===== src/rtl/uart_monitor.sv =====
`default_nettype none
// ============================================================================
// Module      : uart_monitor
// Description : Host-side serial debug/load monitor. Decodes command packets
//               arriving on the UART byte interface, runs one 32-bit read or
//               write on the system memory bus per packet and returns the
//               response through the UART transmitter.
//
//               Packets (multi-byte fields LSB first):
//                 'W' 0x57, addr[4], data[4]  -> reply 0x06 after the write
//                 'R' 0x52, addr[4]           -> reply data[4] after the read
//                 anything else               -> reply 0x15 (NAK)
//
//               Optional build macro UART_MONITOR_CHECKSUM_EN: every W/R
//               packet carries a trailing 8-bit sum of all preceding packet
//               bytes; a mismatch answers NAK with no bus cycle.
//
// Parameters  : TIMEOUT   inter-byte timeout in clk cycles (0 disables)
// Ports       : clk, resetn          clock, async active-low reset
//               rx_data, rx_valid    received byte + one-cycle strobe
//               tx_data, tx_start    byte to send + one-cycle request
//               tx_busy              transmitter busy
//               mem_valid/mem_ready  bus request / completion
//               mem_addr, mem_wdata  word address, write data
//               mem_wstrb, mem_rdata write strobes, read data
//               err                  sticky NAK/timeout flag
// Revision    : 1.0 - initial release
// ============================================================================
module uart_monitor #(
  parameter int unsigned TIMEOUT = 1000000
) (
  input  logic        clk,
  input  logic        resetn,
  input  logic [7:0]  rx_data,
  input  logic        rx_valid,
  output logic [7:0]  tx_data,
  output logic        tx_start,
  input  logic        tx_busy,
  output logic        mem_valid,
  input  logic        mem_ready,
  output logic [31:0] mem_addr,
  output logic [31:0] mem_wdata,
  output logic [3:0]  mem_wstrb,
  input  logic [31:0] mem_rdata,
  output logic        err
);

  localparam logic [7:0]  c_cmd_write = 8'h57;
  localparam logic [7:0]  c_cmd_read  = 8'h52;
  localparam logic [7:0]  c_ack       = 8'h06;
  localparam logic [7:0]  c_nak       = 8'h15;
  localparam logic [31:0] c_timeout   = TIMEOUT;
  localparam logic        c_tmo_en    = (TIMEOUT != 0);

  typedef enum logic [2:0] {
    S_IDLE      = 3'd0,
    S_ADDR      = 3'd1,
    S_DATA      = 3'd2,
    S_MEM       = 3'd3,
    S_RESP      = 3'd4,
`ifdef UART_MONITOR_CHECKSUM_EN
    S_RESP_WAIT = 3'd5,
    S_CSUM      = 3'd6
`else
    S_RESP_WAIT = 3'd5
`endif
  } state_t;

  // State entered once the last address/data field of a packet is complete.
`ifdef UART_MONITOR_CHECKSUM_EN
  localparam state_t c_after_payload = S_CSUM;
`else
  localparam state_t c_after_payload = S_MEM;
`endif

  state_t      r_state;
  state_t      w_next;
  logic [1:0]  r_cnt;       // byte index inside the current 4-byte field
  logic        r_is_write;
  logic [23:0] r_rdata;     // read-response bytes still to be sent
  logic [1:0]  r_left;      // response bytes remaining after the current one
  logic        r_first;     // first cycle of RESP_WAIT: tx_busy not yet valid
  logic [31:0] r_tmo;
`ifdef UART_MONITOR_CHECKSUM_EN
  logic [7:0]  r_sum;
`endif

  logic        w_nak;
  logic        w_tmo_err;
  logic        w_tmo_hit;
  logic        w_last;
  logic        w_collect;

  always_comb begin
    w_next    = r_state;
    w_nak     = 1'b0;
    w_tmo_err = 1'b0;
    w_collect = 1'b0;
    w_last    = rx_valid && (r_cnt == 2'd3);
    w_tmo_hit = c_tmo_en && !rx_valid && (r_tmo == c_timeout);
    case (r_state)
      S_IDLE: begin
        if (rx_valid) begin
          if (rx_data == c_cmd_write || rx_data == c_cmd_read) begin
            w_next = S_ADDR;
          end else begin
            w_next = S_RESP;
            w_nak  = 1'b1;
          end
        end
      end
      S_ADDR: begin
        w_collect = 1'b1;
        if (w_last) begin
          w_next = r_is_write ? S_DATA : c_after_payload;
        end else if (w_tmo_hit) begin
          w_next    = S_IDLE;
          w_tmo_err = 1'b1;
        end
      end
      S_DATA: begin
        w_collect = 1'b1;
        if (w_last) begin
          w_next = c_after_payload;
        end else if (w_tmo_hit) begin
          w_next    = S_IDLE;
          w_tmo_err = 1'b1;
        end
      end
`ifdef UART_MONITOR_CHECKSUM_EN
      S_CSUM: begin
        w_collect = 1'b1;
        if (rx_valid) begin
          if (rx_data == r_sum) begin
            w_next = S_MEM;
          end else begin
            w_next = S_RESP;
            w_nak  = 1'b1;
          end
        end else if (w_tmo_hit) begin
          w_next    = S_IDLE;
          w_tmo_err = 1'b1;
        end
      end
`endif
      S_MEM: begin
        if (mem_ready) begin
          w_next = S_RESP;
        end
      end
      S_RESP: begin
        w_next = S_RESP_WAIT;
      end
      S_RESP_WAIT: begin
        if (!r_first && !tx_busy) begin
          w_next = (r_left == 2'd0) ? S_IDLE : S_RESP;
        end
      end
      default: begin
        w_next = S_IDLE;
      end
    endcase
  end

  // Outputs are registered from the next state so that mem_valid and
  // tx_start appear exactly one cycle after the triggering event.
  always_ff @(posedge clk or negedge resetn) begin
    if (!resetn) begin
      r_state    <= S_IDLE;
      r_cnt      <= 2'd0;
      r_is_write <= 1'b0;
      r_rdata    <= 24'h0;
      r_left     <= 2'd0;
      r_first    <= 1'b0;
      r_tmo      <= 32'd0;
`ifdef UART_MONITOR_CHECKSUM_EN
      r_sum      <= 8'h00;
`endif
      tx_data    <= 8'h00;
      tx_start   <= 1'b0;
      mem_valid  <= 1'b0;
      mem_addr   <= 32'h0;
      mem_wdata  <= 32'h0;
      mem_wstrb  <= 4'h0;
      err        <= 1'b0;
    end else begin
      r_state   <= w_next;
      mem_valid <= (w_next == S_MEM);
      mem_wstrb <= ((w_next == S_MEM) && r_is_write) ? 4'hF : 4'h0;
      tx_start  <= (w_next == S_RESP);
      r_first   <= (r_state == S_RESP);

      if (w_nak || w_tmo_err) begin
        err <= 1'b1;
      end

      // Idle-time counter: runs only while waiting for packet bytes.
      if (w_collect && c_tmo_en && !rx_valid && (w_next == r_state)) begin
        r_tmo <= r_tmo + 32'd1;
      end else begin
        r_tmo <= 32'd0;
      end

      if (w_nak) begin
        tx_data <= c_nak;
        r_left  <= 2'd0;
      end

      case (r_state)
        S_IDLE: begin
          if (rx_valid) begin
            r_is_write <= (rx_data == c_cmd_write);
            r_cnt      <= 2'd0;
`ifdef UART_MONITOR_CHECKSUM_EN
            r_sum      <= rx_data;
`endif
          end
        end
        S_ADDR: begin
          if (rx_valid) begin
            // Shift in LSB first; the low two address bits are kept at zero.
            mem_addr <= {rx_data, mem_addr[31:10], 2'b00};
            r_cnt    <= r_cnt + 2'd1;
`ifdef UART_MONITOR_CHECKSUM_EN
            r_sum    <= r_sum + rx_data;
`endif
          end
        end
        S_DATA: begin
          if (rx_valid) begin
            mem_wdata <= {rx_data, mem_wdata[31:8]};
            r_cnt     <= r_cnt + 2'd1;
`ifdef UART_MONITOR_CHECKSUM_EN
            r_sum     <= r_sum + rx_data;
`endif
          end
        end
        S_MEM: begin
          if (mem_ready) begin
            if (r_is_write) begin
              tx_data <= c_ack;
              r_left  <= 2'd0;
            end else begin
              tx_data <= mem_rdata[7:0];
              r_rdata <= mem_rdata[31:8];
              r_left  <= 2'd3;
            end
          end
        end
        S_RESP_WAIT: begin
          if (w_next == S_RESP) begin
            tx_data <= r_rdata[7:0];
            r_rdata <= {8'h00, r_rdata[23:8]};
            r_left  <= r_left - 2'd1;
          end
        end
        default: begin
        end
      endcase
    end
  end

endmodule
`default_nettype wire


===== config.mk =====
export PLATFORM = sky130hd
export DESIGN_NAME = uart_monitor
export DESIGN_NICKNAME = d
export VERILOG_FILES = /design/src/rtl/uart_monitor.sv
export SDC_FILE = /design/constraint.sdc
export NUM_CORES = 1
export LEC_CHECK = 0
export ABC_AREA = 1
export CAP_MARGIN = 40
export CORE_ASPECT_RATIO = 0.8
export CORE_UTILIZATION = 40
export CTS_BUF_LIST = sky130_fd_sc_hd__clkbuf_4 sky130_fd_sc_hd__clkbuf_8 sky130_fd_sc_hd__clkbuf_16
export CTS_CLUSTER_SIZE = 20
export DETAILED_ROUTE_END_ITERATION = 8
export PLACE_DENSITY_LB_ADDON = 0.08
export SYNTH_ARGS = -nofsm -noshare
export SYNTH_HDL_FRONTEND = slang
export SYNTH_SLANG_ARGS = --single-unit
export TNS_END_PERCENT = 5

===== constraint.sdc =====
create_clock -name clk -period 1.71 [get_ports clk]
set_input_delay 0.513 -clock clk [delete_from_list [all_inputs] [get_ports clk]]
set_output_delay 0.513 -clock clk [all_outputs]
set_load 0.03 [all_outputs]

==> results.yml <==
drt:
  num_vias: 5935
  drc: 0
  drt_iter0_drc: 241
  drt_wl_total_um: 17310
  first_pass_iters: 4
  wl_per_cell_um: 13.20
  postRouteAntennaNets: 0
  via_per_inst: 4.527
finish:
  utilization: 0.5805
  syn2layout_area_growth_pct: 42.11
  mostFrequentLayoutCells: "nand2_1 (230), dfrtp_1 (138), buf_4 (121)"
  drive_above_1_share: 0.2965
  fillers: 1590
  final_common_cell: "nand2_1"
  nNetsFinal: 1122
  n_antenna_cell: 0
setup_path:
  timing.critical_path.slowest_cell_delay_ps: 400
  reg2reg_slack_ps: -220
  cp-start-kind: "flip-flop"
  rr_endpoint: "r_tmo[11]$_DFF_PN0_"
  rr_worst_depth: 16
  path_delay_family: "simple AND/OR/NAND/NOR gates"
  crit_fanout: 8
  cpMostUsedCell: "nand2_1"
  cp_num_buf_inv: 2
  cp.depth: 16
  reg2reg_from: "r_tmo[0]$_DFF_PN0_"
  endpoint_kind: "flip-flop"
  cp_slowest_cell: "dfrtp_1"
  critical_path_required_ps: 2020
  worstPathCellList: "inv_1 -> ha_1 -> nand2_1 -> nor2_2 -> nand2_1 -> nor2_1 -> nand2_1 -> nand2_1 -> nand2_2 -> nand2_4 -> nand2_2 -> nand2_2 -> nand2_4 -> nand2_8 -> buf_12 -> nor2_4"
  crit_arrival_ps: 2230
  crit_type: "reg -> reg"
die:
  die_y_um: 121.0
  initial_core_util: 0.4085
  dieArea_um2: 18230
  io_pins: 124
  fp.dieW_um: 150.7
  num_rows: 43
  core-area_um2: 17320
place:
  dp_hpwl_um: 12660
  place.gp.congestion: 0.8833
  io_buffers: 121
  pre_cts_ws_ps: -814.1
synth:
  synth-edff-count: 0
  avgSynthCellArea_um2: 8.516
  synth_cell_type_count: 37
  synth_ff_type: "dfrtp_1"
  syn_area_um2: 7077
  async_reset_ff_frac: 1.000
  synthCells: 831
  ys_seq_area_frac: 0.4915
  ys.warnings.count: 0
  synth_seq_cells: 139
timing:
  max_clock_freq_mhz: 518.3
  setup_ws_ps: -219.4
  post-route-min-period_ps: 1929
  finalMaxSlewViolations: 0
  setup_violations: 67
  post-route-period-util: 1.128
  grt_setup_unrepaired: "true"
  fin_skew_ps: 9.655
  holdWs_ps: 493.0
  finalHoldViolations: 0
global_routing:
  overflow: 0
  grt_pass1_wl_um: 28680
  grtUsageTotal: 0.2039
  first_global_vias: 5769
  grt_max_degree: 54
  antenna_found_initial: 0
hold_path:
  min_from: "mem_addr[9]$_DFFE_PN0P_"
  whs_endpoint: "mem_addr[9]$_DFFE_PN0P_"
  min_path_cells: 2
  hp-class: "reg -> reg"
power_and_ir_drop:
  ir_drop_mv: 0.9537
  leakage_nw: 4.953
  power_density_nw_per_um2: 1379
clock_tree:
  cts_buffers: 17
  clk_pin_slew_worst_paths_ps: 60
  cts_max_path_buffers: 2
  insertion_delay_ps: 430
  htree_levels: 4
  cts-root-buf: "clkbuf_16"
  cts.sinks: 139
  tritoncts: "done"
status:
  violations: "setup timing"
  status: "finished with violations"
job:
  max_cap_viol_count: 0
[through the flow]
step | cell area, um2 | TNS (ps) | std cells | power, mW
final | 10060 | -12120 | 1311 | 13.87
after global routing | 10060 | -20370 | 1311 | 14.76
after CTS | 10080 | -11980 | 1308 | 13.95
after detailed placement | 9425 | -66490 | 1273 | 10.47
after global placement | 9425 | -63540 | 1273 | 10.44
after floorplan | 7083 | -2025 | 832 | 8.084
[synthesized netlist by cell type, types with 2 or more instances]
cell type	instances	share of area
buf_1	4	0.0021
inv_2	6	0.0032
nand3b_1	2	0.0021
mux2_2	14	0.022
nor2_1	51	0.027
buf_2	9	0.0064
xnor2_1	5	0.0062
nand4_1	18	0.016
ha_1	4	0.0071
nor4_1	3	0.0027
nand2_1	233	0.12
nor2_4	34	0.054
o21ai_0	42	0.030
dfrtp_1	139	0.49
nor2_2	5	0.0044
inv_1	94	0.050
buf_12	3	0.0085
xor2_1	23	0.028
nand3_1	52	0.037
nand3_2	5	0.0071
nand2_2	7	0.0062
buf_4	5	0.0053
nor3_1	22	0.016
nand2_4	3	0.0048
a21oi_1	24	0.017
clkbuf_1	13	0.0069
[worst reg2reg max path: cells and delay by family (launching register included)]
| family | cells | cell delay, ps |
|---|---|---|
| AND/OR/NAND/NOR | 13 | 1060 |
| flip-flops | 1 | 400 |
| buffers and inverters | 2 | 240 |
| adder cells (fa/ha/maj) | 1 | 130 |
[worst max path at each step]
stage | startpoint | to | slack (ps)
after floorplan | tx_busy | r_tmo[23]$_DFF_PN0_ | -80
after global placement | rx_valid | r_tmo[22]$_DFF_PN0_ | -800
after detailed placement | rx_valid | r_tmo[21]$_DFF_PN0_ | -810
after CTS | r_tmo[0]$_DFF_PN0_ | r_tmo[0]$_DFF_PN0_ | -270
after global routing | r_tmo[0]$_DFF_PN0_ | r_tmo[20]$_DFF_PN0_ | -360
final | r_tmo[0]$_DFF_PN0_ | r_tmo[11]$_DFF_PN0_ | -220
[registers in the layout (all words and copies together) (netlist names)]
| name | count |
|---|---|
| tx_data | 8 |
| r_rdata | 24 |
| mem_valid | 1 |
| mem_wdata | 32 |
| mem_addr | 30 |
| r_left | 2 |
| r_is_write | 1 |
| mem_wstrb | 1 |
| r_cnt | 2 |
| r_tmo | 32 |
| tx_start | 1 |
| r_first | 1 |
| err | 1 |
| r_state | 3 |
[cells by family (layout without fill, tap and decap cells)]
kind of cell | count (synthesis) | in the layout | synth area share
and+or+nand+nor | 439 | 439 | 0.3069
other | 1 | 2 | 0.0005299
buffers and inverters | 135 | 389 | 0.08380
adders and majority gates | 4 | 4 | 0.007072
muxes | 14 | 14 | 0.02228
AOI/OAI and AO/OA | 71 | 71 | 0.05322
xor gates and xnor gates | 28 | 28 | 0.03465
DFF | 139 | 139 | 0.4915
[per-layer routing]
layer	vias to the layer above	part of all wire	GRT usage
met5	-	0	0
met4	0	0.0064	0.05063
met3	7	0.037	0.04624
met2	96	0.44	0.2984
met1	2731	0.52	0.3021
li1	3101	-	-
[final cells by class]
class | count | area (um2) | share of cell area
clock inverters | 15 | 128.9 | 0.01281
multi-input cells | 558 | 3137 | 0.3119
flip-flops and latches | 139 | 3480 | 0.3460
well taps | 225 | 281.5 | 0.02799
clock buffers | 17 | 425.4 | 0.04230
repair buffers | 257 | 2230 | 0.2217
inverters | 100 | 375.4 | 0.03732
[where the power goes]
group	internal, mW	switching, mW	leakage, nW
Clock	1.91	1.61	0.272
Combinational	2.27	3.49	2.89
Sequential	4.08	0.505	1.79
Total	8.26	5.60	4.95
[timing repair]
| item | CTS | global route |
|---|---|---|
| endpoints found under the setup margin | 146 | 120 |
| buffers inserted | 2 | 3 |
| hold buffers | 1 | 0 |
| gates resized for setup | 172 | 64 |
| pin swaps | 7 | 11 |
| hold endpoints to repair | 22 | 0 |
Note: power is estimated with default switching activity, not from simulation.
